[config.mk]
export PLATFORM = sky130hd
export DESIGN_NAME = myo_spi_frame_slave
export DESIGN_NICKNAME = d
export VERILOG_FILES = /design/src/rtl/myo_spi_frame_slave.sv
export SDC_FILE = /design/constraint.sdc
export NUM_CORES = 1
export LEC_CHECK = 0
export CAP_MARGIN = 30
export CORE_ASPECT_RATIO = 1.4
export CORE_MARGIN = 5
export CORE_UTILIZATION = 55
export DETAILED_ROUTE_END_ITERATION = 10
export PLACE_DENSITY = 0.81
export SLEW_MARGIN = 0
export SYNTH_ARGS = -nofsm -noshare
export SYNTH_HDL_FRONTEND = slang
export SYNTH_SLANG_ARGS = --single-unit
[constraint.sdc]
create_clock -name i_clock -period 13.1 [get_ports i_clock]
set_clock_uncertainty 0.05 [all_clocks]
set_input_delay 3.275 -clock i_clock [delete_from_list [all_inputs] [get_ports i_clock]]
set_output_delay 3.275 -clock i_clock [all_outputs]
set_load 0.02 [all_outputs]
[src/rtl/myo_spi_frame_slave.sv]
// -----------------------------------------------------------------------------
// myo_spi_frame_slave
//
// Motor-board end of the myo SPI link (SPI mode 0, MSB first). The FPGA-side
// master sends a fixed frame of WORDS_PER_FRAME words: a header word, the PWM
// reference, then padding. While it clocks that frame in, this block clocks
// status words back on MISO. Slots below STATUS_FIRST_SLOT carry zero. The
// remaining slots carry position hi, position lo, velocity, current,
// displacement, sensor1 and sensor2. All status inputs are captured in one
// cycle at frame start.
//
// SCLK, SS_N and MOSI are oversampled in the local clock domain, which must run
// at 8x SCLK or faster. The PWM reference is published only from a complete,
// well-formed frame.
//
// Ports
//   i_clock         system clock
//   i_reset         asynchronous, active-high reset
//   i_sclk          SPI clock from master (idle low, sample on rising edge)
//   i_ss_n          SPI slave select, active low
//   i_mosi          SPI data from master
//   o_miso          SPI data to master (driven 0 outside a frame)
//   i_position      signed encoder position (32 bit)
//   i_velocity      signed velocity
//   i_current       signed motor current
//   i_displacement  signed spring displacement
//   i_sensor1/2     signed auxiliary sensors
//   o_pwm_ref       signed PWM reference from the last good frame
//   o_pwm_valid     one-cycle pulse when o_pwm_ref updates
//   o_frame_done    one-cycle pulse at the end of every frame
//   o_frame_error   sticky error flag, cleared at the start of the next frame
// -----------------------------------------------------------------------------
module myo_spi_frame_slave #(
  parameter int                   WORDS_PER_FRAME   = 12,
  parameter int                   WORD_BITS         = 16,
  parameter int                   STATUS_FIRST_SLOT = 5,
  parameter logic [WORD_BITS-1:0] HEADER_WORD       = 16'h8000
) (
  input  logic               i_clock,
  input  logic               i_reset,
  input  logic               i_sclk,
  input  logic               i_ss_n,
  input  logic               i_mosi,
  output logic               o_miso,
  input  logic signed [31:0] i_position,
  input  logic signed [15:0] i_velocity,
  input  logic signed [15:0] i_current,
  input  logic signed [15:0] i_displacement,
  input  logic signed [15:0] i_sensor1,
  input  logic signed [15:0] i_sensor2,
  output logic signed [15:0] o_pwm_ref,
  output logic               o_pwm_valid,
  output logic               o_frame_done,
  output logic               o_frame_error
);

  localparam int BIT_CW      = $clog2(WORD_BITS);
  localparam int WORD_CW     = $clog2(WORDS_PER_FRAME + 1);
  localparam int STATUS_WRDS = 7;

  typedef enum logic [1:0] {IDLE, SHIFT, FINISH} state_t;

  // The master masks bit 15 of the reference, so bit 14 is the sign.
  function automatic logic signed [15:0] pwm_from_cand(input logic [14:0] cand);
    return {cand[14], cand};
  endfunction

  // Synchronisers: bit 1 is the synchronised level and bit 2 is its previous
  // value for edge detection. They reset low so that, when the reset ends
  // inside a frame, no ss_n falling edge appears until the master deselects
  // and selects again.
  logic [2:0] r_sclk_sync;
  logic [2:0] r_ss_sync;
  logic [1:0] r_mosi_sync;

  always_ff @(posedge i_clock or posedge i_reset) begin
    if (i_reset) begin
      r_sclk_sync <= '0;
      r_ss_sync   <= '0;
      r_mosi_sync <= '0;
    end else begin
      r_sclk_sync <= {r_sclk_sync[1:0], i_sclk};
      r_ss_sync   <= {r_ss_sync[1:0], i_ss_n};
      r_mosi_sync <= {r_mosi_sync[0], i_mosi};
    end
  end

  logic w_sclk_rise, w_sclk_fall, w_ss_fall, w_ss_rise, w_mosi;
  assign w_sclk_rise = r_sclk_sync[1] & ~r_sclk_sync[2];
  assign w_sclk_fall = ~r_sclk_sync[1] & r_sclk_sync[2];
  assign w_ss_fall   = ~r_ss_sync[1] & r_ss_sync[2];
  assign w_ss_rise   = r_ss_sync[1] & ~r_ss_sync[2];
  assign w_mosi      = r_mosi_sync[1];

  state_t                r_state;
  logic [BIT_CW-1:0]     r_bit_cnt;
  logic [WORD_CW-1:0]    r_word_cnt;
  logic [WORD_BITS-2:0]  r_rx;        // bits received so far in the current word
  logic [WORD_BITS-1:0]  r_tx;        // TX bits still to send, left aligned
  logic [14:0]           r_pwm_cand;
  logic [WORD_BITS-1:0]  r_shadow [STATUS_WRDS];
  logic                  r_start_pend;
  logic                  r_miso;
  logic signed [15:0]    r_pwm_ref;
  logic                  r_pwm_valid;
  logic                  r_frame_done;
  logic                  r_frame_error;

  logic [WORD_BITS-1:0]  w_rx_word;
  logic [WORD_BITS-1:0]  w_slot_word;

  assign w_rx_word = {r_rx, w_mosi};

  // TX word for the slot selected by the current word count.
  always_comb begin
    w_slot_word = '0;
    for (int k = 0; k < STATUS_WRDS; k++) begin
      if (r_word_cnt == WORD_CW'(STATUS_FIRST_SLOT + k)) w_slot_word = r_shadow[k];
    end
  end

  always_ff @(posedge i_clock or posedge i_reset) begin
    if (i_reset) begin
      r_state       <= IDLE;
      r_bit_cnt     <= '0;
      r_word_cnt    <= '0;
      r_rx          <= '0;
      r_tx          <= '0;
      r_pwm_cand    <= '0;
      for (int k = 0; k < STATUS_WRDS; k++) r_shadow[k] <= '0;
      r_start_pend  <= 1'b0;
      r_miso        <= 1'b0;
      r_pwm_ref     <= '0;
      r_pwm_valid   <= 1'b0;
      r_frame_done  <= 1'b0;
      r_frame_error <= 1'b0;
    end else begin
      r_pwm_valid  <= 1'b0;
      r_frame_done <= 1'b0;
      case (r_state)
        IDLE: begin
          r_miso <= 1'b0;
          if (w_ss_fall || r_start_pend) begin
            r_start_pend  <= 1'b0;
            r_state       <= SHIFT;
            r_bit_cnt     <= '0;
            r_word_cnt    <= '0;
            r_frame_error <= 1'b0;
            // Atomic snapshot keeps position hi/lo coherent for the frame.
            r_shadow[0]   <= i_position[31:16];
            r_shadow[1]   <= i_position[15:0];
            r_shadow[2]   <= i_velocity;
            r_shadow[3]   <= i_current;
            r_shadow[4]   <= i_displacement;
            r_shadow[5]   <= i_sensor1;
            r_shadow[6]   <= i_sensor2;
            // Slot 0 is always zero.
            r_tx          <= '0;
          end
        end

        SHIFT: begin
          if (w_ss_rise) begin
            r_state <= FINISH;
            r_miso  <= 1'b0;
            if (r_word_cnt != WORD_CW'(WORDS_PER_FRAME) || r_bit_cnt != '0)
              r_frame_error <= 1'b1;
          end else begin
            if (w_sclk_rise) begin
              if (r_word_cnt == WORD_CW'(WORDS_PER_FRAME)) begin
                r_frame_error <= 1'b1;   // overrun: flag, drop the bit
              end else begin
                r_rx <= w_rx_word[WORD_BITS-2:0];
                if (r_bit_cnt == BIT_CW'(WORD_BITS - 1)) begin
                  r_bit_cnt  <= '0;
                  r_word_cnt <= r_word_cnt + WORD_CW'(1);
                  if (r_word_cnt == '0 && w_rx_word != HEADER_WORD)
                    r_frame_error <= 1'b1;
                  if (r_word_cnt == WORD_CW'(1))
                    r_pwm_cand <= w_rx_word[14:0];
                end else begin
                  r_bit_cnt <= r_bit_cnt + BIT_CW'(1);
                end
              end
            end
            if (w_sclk_fall) begin
              if (r_word_cnt >= WORD_CW'(WORDS_PER_FRAME)) begin
                r_miso <= 1'b0;
                r_tx   <= '0;
              end else if (r_bit_cnt == '0) begin
                // Word boundary: present the MSB of the next slot.
                r_miso <= w_slot_word[WORD_BITS-1];
                r_tx   <= {w_slot_word[WORD_BITS-2:0], 1'b0};
              end else begin
                r_miso <= r_tx[WORD_BITS-1];
                r_tx   <= {r_tx[WORD_BITS-2:0], 1'b0};
              end
            end
          end
        end

        FINISH: begin
          r_state      <= IDLE;
          r_miso       <= 1'b0;
          r_frame_done <= 1'b1;
          if (!r_frame_error) begin
            r_pwm_ref   <= pwm_from_cand(r_pwm_cand);
            r_pwm_valid <= 1'b1;
          end
          // A select arriving now must still start the next frame from IDLE.
          if (w_ss_fall) r_start_pend <= 1'b1;
        end

        default: r_state <= IDLE;
      endcase
    end
  end

  assign o_miso        = r_miso;
  assign o_pwm_ref     = r_pwm_ref;
  assign o_pwm_valid   = r_pwm_valid;
  assign o_frame_done  = r_frame_done;
  assign o_frame_error = r_frame_error;

endmodule

==> flow_metrics.py, run 1 <==
metrics = {
    "logic_synthesis": {
        "yosysTopAreaCell": "dfrtp_1",
        "yosys-top-cells-area": "dfrtp_1 (55%), nand2_1 (17%), mux2_2 (2.5%), a21oi_1 (2.4%), buf_2 (1.8%)",
        "synth-xor-area-share": 0.00197,
        "synthArstFlopShare": 1.00,
        "synth_top_family_by_area": "simple AND/OR/NAND/NOR gates",
        "synth-seq-cells": 195,
        "yosysSeqAreaShare": 0.550,
        "synth_area_mm2": 0.00887,
        "synth_top_area_share": 0.550,
        "synth-compound-area-share": 0.127,
        "yosys.area_share.adder": 0.00846,
        "syn_avg_cell_area_um2": 9.15,
        "synth.distinct_cells": 59,
        "syn_nets": 1092,
        "postSynthCellCount": 969,
        "yosys.area_share.simple": 0.229,
        "muxShareOfSynthArea": 0.0434,
        "synth_commonest_cells": "nand2_1 (406), dfrtp_1 (195), a21oi_1 (42)",
        "ys.flop_type": "dfrtp_1",
        "synth_edf_count": 0,
        "yosysMostFrequentCell": "nand2_1",
        "yosysWarnings": 0,
    },
    "setup_path": {
        "crit_cells": 3,
        "rrSetupSlack_ps": 10490,
        "cp-end-kind": "async pin",
        "max_stage_delay_ps": 840,
        "crit_fanout": 123,
        "r2r_start": "r_word_cnt[1]$_DFFE_PP0P_",
        "cp.arrival_ps": 5320,
        "path_delay_family": "buffers and inverters",
        "critPathLaunchType": "input pin",
        "r2r-end": "r_tx[11]$_DFFE_PP0P_",
        "path_buf_inv": 3,
        "worstPathCellList": "clkdlybuf4s50_1, inv_8, buf_4",
        "r2r_cells": 8,
        "path_class": "input pin to async pin",
        "slowest_stage": "buf_4",
        "cp.required_ps": 13490,
    },
    "placement": {
        "dp_hpwl_mm": 15.4,
        "gp_congestion": 0.905,
        "place_ws_ps": 7650,
        "port_buffers": 136,
    },
    "cts": {
        "clock_sinks": 195,
        "clk_pin_slew_worst_paths_ps": 70,
        "htreeDepth": 4,
        "root_buffer": "clkbuf_16",
        "cts_buffers": 17,
        "cts_tree": "yes",
        "clockBufferDepth": 2,
        "cts_resized": 0,
        "ctsHoldBuffers": 0,
        "insertion_delay_ps": 430,
        "post_cts.repair.setup_buffers": 0,
    },
    "global_routing": {
        "grt_max_degree": 124,
        "overflow": 0,
        "grt_pass1_vias": 7174,
        "grt_usage": 0.236,
        "grt_pass1_wl_mm": 36.0,
        "antenna_found_initial": 0,
    },
    "sta": {
        "rsz0062_at_grt": "no",
        "hold_viol_final": 0,
        "maxClockFrequency_mhz": 203,
        "finalWorstSetupSlack_ps": 8160,
        "final_max_slew_viol_count": 0,
        "finalSetupViolCount": 0,
        "tightest_slew_ps": 1030,
        "tns_ps": 0,
        "min_period_ps": 4940,
        "layout_worst_path_cycle_share": 0.377,
        "max-slew-margin-rel": 0.309,
    },
    "floorplanning": {
        "die_w_um": 117,
        "fp.dieArea_mm2": 0.0188,
        "rows": 55,
        "start_util": 0.553,
        "io-pin-count": 137,
        "die_h_um": 160,
        "fp.coreArea_mm2": 0.0160,
    },
    "finish": {
        "syn2layout_area_growth_pct": 22.9,
        "fin_nets": 1193,
        "diodes": 0,
        "drive_gt1_frac": 0.0822,
    },
    "hold_path": {
        "hp-class": "flop to flop",
        "min_from": "r_sclk_sync[0]$_DFF_PP0_",
        "min_to": "r_sclk_sync[1]$_DFF_PP0_",
        "min_delay_path_depth": 0,
    },
    "pwr": {
        "peakVddDrop_mv": 0.0924,
        "p_leak_uw": 0.00523,
        "finalPower_uw": 1970,
        "p_per_area_mw_per_mm2": 181,
    },
    "routing": {
        "dr.pass1.iters": 8,
        "via_count": 7237,
        "antenna_left": 0,
        "drt-initial-drc-count": 787,
        "drt_wl_total_mm": 22.4,
        "routed_via_density": 5.65,
        "drc": 0,
        "post_drt_wl_per_cell_um": 17.5,
    },
    "outcome": {
        "status": "finished, final reports clean",
    },
    "flow_run": {
        "cap_viol_max_count": 0,
    },
}
## sequential cells by signal, summed over array words and instances, names as in the netlist
name,count
o_frame_done,1
o_frame_error,1
o_miso,1
o_pwm_ref,15
o_pwm_valid,1
r_bit_cnt,4
r_mosi_sync,2
r_pwm_cand,15
r_rx,15
r_sclk_sync,3
r_shadow,112
r_ss_sync,3
r_start_pend,1
r_state,2
r_tx,15
r_word_cnt,4
## cell usage in the layout (no fill, tap or decap), drive strengths merged, types with 3 or more instances in the layout
cell	instances
nand3	9
a31oi	12
nand2b	6
o22ai	15
clkdlybuf4s50	136
a32o	13
ha	6
mux2	30
buf	11
nand2	406
dfrtp	195
nor3b	3
o21ai	34
o211ai	11
clkinv	5
a211oi	7
inv	18
nor2	35
and3	11
nand3b	4
a221o	12
a21oi	42
nor2b	5
a22oi	4
nor4	3
clkbuf	18
o221ai	4
## worst reg2reg max path: stages, from the launching register on
cell and delay, ps:
dfrtp_1 420, inv_1 120, ha_1 280, buf_4 330, nor2b_4 150, a221o_1 430
o21ai_0 320, o211ai_1 150, a32o_1 260
## kinds of logic (layout without fill, tap and decap cells)
group / after synthesis / after routing
simple gates: 491 / 491
flops: 195 / 195
compound gates: 168 / 168
buf+inv: 76 / 190
mux: 31 / 31
fa+ha+maj: 6 / 6
xor+xnor: 2 / 2
## through the flow
step,cells,instance area (um2),hold WS [ps],util
after floorplan,969,8870,281,-
final,1282,10900,304,0.680
after global placement,1248,10300,284,0.640
after global routing,1282,10900,322,0.680
after CTS,1281,10900,307,0.678
after detailed placement,1249,10300,291,0.642
## layer usage
layer  GRT usage  up-vias  share of wire
met5           0        -              0
met4       0.126        0          0.050
met3      0.0383       65          0.050
met2       0.398      286           0.51
met1       0.289     3448           0.39
li1            -     3438              -
## where the power goes
group | switching (uW) | total (uW) | internal [uW]
clock | 252 | 510 | 258
sequential | 130 | 921 | 792
combinational | 337 | 541 | 204
## worst max path at each step
stage,startpoint,endpoint
CTS,i_reset,r_shadow[88]$_DFFE_PP0P_
global route,i_reset,r_shadow[88]$_DFFE_PP0P_
detailed placement,i_reset,r_ss_sync[0]$_DFF_PP0_
finish,i_reset,r_shadow[39]$_DFFE_PP0P_
global placement,i_reset,r_shadow[96]$_DFFE_PP0P_
floorplan,i_reset,o_frame_done$_DFF_PP0_
## area by class of cell
type / instances / area [um2]
Clock buffer: 18 / 439
Clock inverter: 14 / 140
Fill cell: 1259 / 5130
Inverter: 11 / 48.8
Multi-Input combinational cell: 698 / 3660
Sequential cell: 195 / 4880
Tap cell: 199 / 249
Timing Repair Buffer: 147 / 1480
Power figures use the tool's default switching activity.
==> run 2: changes to the inputs <==
Settings changed: CORE_UTILIZATION 55 to 49, PLACE_DENSITY 0.81 to 0.77.
Clock period 13.1 ns to 4.5 ns, I/O delays scaled along.
==> run 2 against run 1 <==
  * Largest power group unchanged
  * Via count fell by 0.79%
  * Critical path type is now flop to flop
  * Clock power rose to 3.1 times the previous value
  * Register-to-register slack got worse by 8800 ps
  * Flip-flop and latch count did not move
  * Highest routed layer unchanged
  * Total power rose to 3.0 times the previous value
  * Die area rose by 11%
  * Cell area rose by 1.3%
  * Combinational power rose to 2.8 times the previous value
  * Critical endpoint is now r_tx[15]$_DFFE_PP0P_
  * Non-clock buffer count rose by 4
==> flow_metrics.py, run 2 (synthesis results as in run 1) <==
metrics = {
    "cts": {
        "clockBufferDepth": 2,
        "ctsHoldBuffers": 0,
        "post_cts.repair.setup_buffers": 0,
        "clock_sinks": 195,
        "cts_buffers": 17,
        "htreeDepth": 4,
        "insertion_delay_ps": 430,
        "cts_resized": 0,
        "root_buffer": "clkbuf_16",
        "clk_pin_slew_worst_paths_ps": 70,
        "cts_tree": "yes",
    },
    "finish": {
        "multi_input_area_mm2": 0.00366,
        "fin_util": 0.616,
        "fin_nets": 1197,
        "fill_cells": 1571,
        "seq_area_mm2": 0.00488,
        "regMostFlops": "r_shadow",
        "largest_reg_flops": 112,
        "layout_common_cells": "nand2_1 (406), dfrtp_1 (195), clkdlybuf4s50_1 (136), a21oi_1 (42), nor2_1 (35)",
        "diodes": 0,
        "syn2layout_area_growth_pct": 24.5,
        "drive_gt1_frac": 0.0846,
        "finalNonFillerCells": 1327,
        "final_common_cell": "nand2_1",
    },
    "routing": {
        "post_drt_wl_per_cell_um": 17.3,
        "via_count": 7180,
        "drt-initial-drc-count": 827,
        "drc": 0,
        "routed_via_density": 5.41,
        "drt_wl_total_mm": 22.9,
        "dr.pass1.iters": 7,
        "antenna_left": 0,
    },
    "sta": {
        "layout_worst_path_cycle_share": 0.614,
        "rsz0062_at_grt": "no",
        "fin_hold_ws_ps": 303,
        "tightest_slew_ps": 1040,
        "min_period_ps": 2760,
        "maxClockFrequency_mhz": 362,
        "tns_ps": 0,
        "max-slew-margin-rel": 0.304,
        "hold_viol_final": 0,
        "final_max_slew_viol_count": 0,
        "finalSetupViolCount": 0,
    },
    "global_routing": {
        "grt_usage": 0.227,
        "grt_pass1_wl_mm": 36.8,
        "grt_pass1_vias": 7230,
        "antenna_found_initial": 0,
        "grt_max_degree": 77,
        "overflow": 0,
    },
    "pwr": {
        "clock_power_share": 0.268,
        "p_comb_frac": 0.258,
        "p_per_area_mw_per_mm2": 531,
        "p_int_uw": 3810,
        "peakVddDrop_mv": 0.312,
        "swShare": 0.351,
        "pwr-share-seq": 0.474,
        "p_leak_uw": 0.00528,
        "p_sw_uw": 2060,
    },
    "hold_path": {
        "hp-class": "flop to flop",
        "min_delay_path_depth": 0,
    },
    "floorplanning": {
        "start_util": 0.495,
        "die_w_um": 124,
        "fp.coreArea_mm2": 0.0179,
        "die_h_um": 169,
        "rows": 58,
        "fp.dieArea_mm2": 0.0209,
        "io-pin-count": 137,
    },
    "setup_path": {
        "crit_fanout": 24,
        "r2r_cells": 7,
        "cp-end-kind": "flop",
        "cp.arrival_ps": 3080,
        "critPathLaunchType": "flop",
        "rrSetupSlack_ps": 1740,
        "path_class": "flop to flop",
        "cp.required_ps": 4810,
    },
    "flow_run": {
        "cap_viol_max_count": 0,
    },
    "placement": {
        "gp_congestion": 0.932,
        "dp_cells": 1295,
        "dp_hpwl_mm": 16.9,
        "port_buffers": 136,
    },
    "outcome": {
        "status": "finished, final reports clean",
    },
}
==> run 2: changes by cell type in the layout (fill, tap and decap cells not counted), moves of 2 or more <==
| cell | change |
|---|---|
| buf_12 | +3 |
| bufinv_16 | +3 |
| clkinv_2 | +3 |
| inv_6 | -3 |
| inv_8 | -3 |
| clkbuf_8 | +2 |
| clkinv_8 | -2 |
==> run 2: power by group through the flow <==
stage | Clock [uW] | Combinational (uW) | Sequential (uW)
after floorplan | 0 | 1110 | 2580
after global placement | 0 | 1460 | 2790
after detailed placement | 0 | 1520 | 2790
after CTS | 1600 | 1530 | 2770
after global routing | 1670 | 1730 | 2820
final | 1570 | 1510 | 2780
==> run 2: worst paths after layout <==
path,start,end
min in group asynchronous,i_reset,r_ss_sync[0]$_DFF_PP0_
max in group asynchronous,i_reset,r_tx[5]$_DFFE_PP0P_
setup reg to reg,r_word_cnt[0]$_DFFE_PP0P_,r_tx[15]$_DFFE_PP0P_
hold / removal,r_ss_sync[0]$_DFF_PP0_,r_ss_sync[1]$_DFF_PP0_
hold reg to reg,r_ss_sync[0]$_DFF_PP0_,r_ss_sync[1]$_DFF_PP0_
setup / recovery,r_word_cnt[0]$_DFFE_PP0P_,r_tx[15]$_DFFE_PP0P_
==> run 2: final cells by class <==
class | instances | share of cell area
tap | 240 | 0.0272
inverter | 11 | 0.00408
multi-input combinational | 698 | 0.332
sequential | 195 | 0.442
clock buffer | 21 | 0.0426
clock inverter | 11 | 0.0135
timing repair buffer | 151 | 0.139
==> run 2: worst max-delay path, stage by stage, from the launching register on <==
cell	delay [ps]
dfrtp_1	400
ha_1	720
buf_4	320
nand2b_1	540
o22ai_1	150
a21o_1	220
a21oi_1	140
a22o_1	150
==> run 2: metrics by stage <==
stage	total power [uW]	worst slack, ps	cell area [um2]
final	5860	1740	11000
after CTS	5890	1760	11000
after global routing	6230	1520	11000
after global placement	4250	1880	10400
after floorplan	3690	807	8870
after detailed placement	4310	1760	10400
==> run 2: metal layers <==
layer | up-vias | track usage | wire length [um]
li1 | 3448 | - | -
met1 | 3416 | 0.280 | 9000
met2 | 253 | 0.387 | 11900
met3 | 63 | 0.0353 | 1070
met4 | 0 | 0.103 | 985
met5 | - | 0 | 0
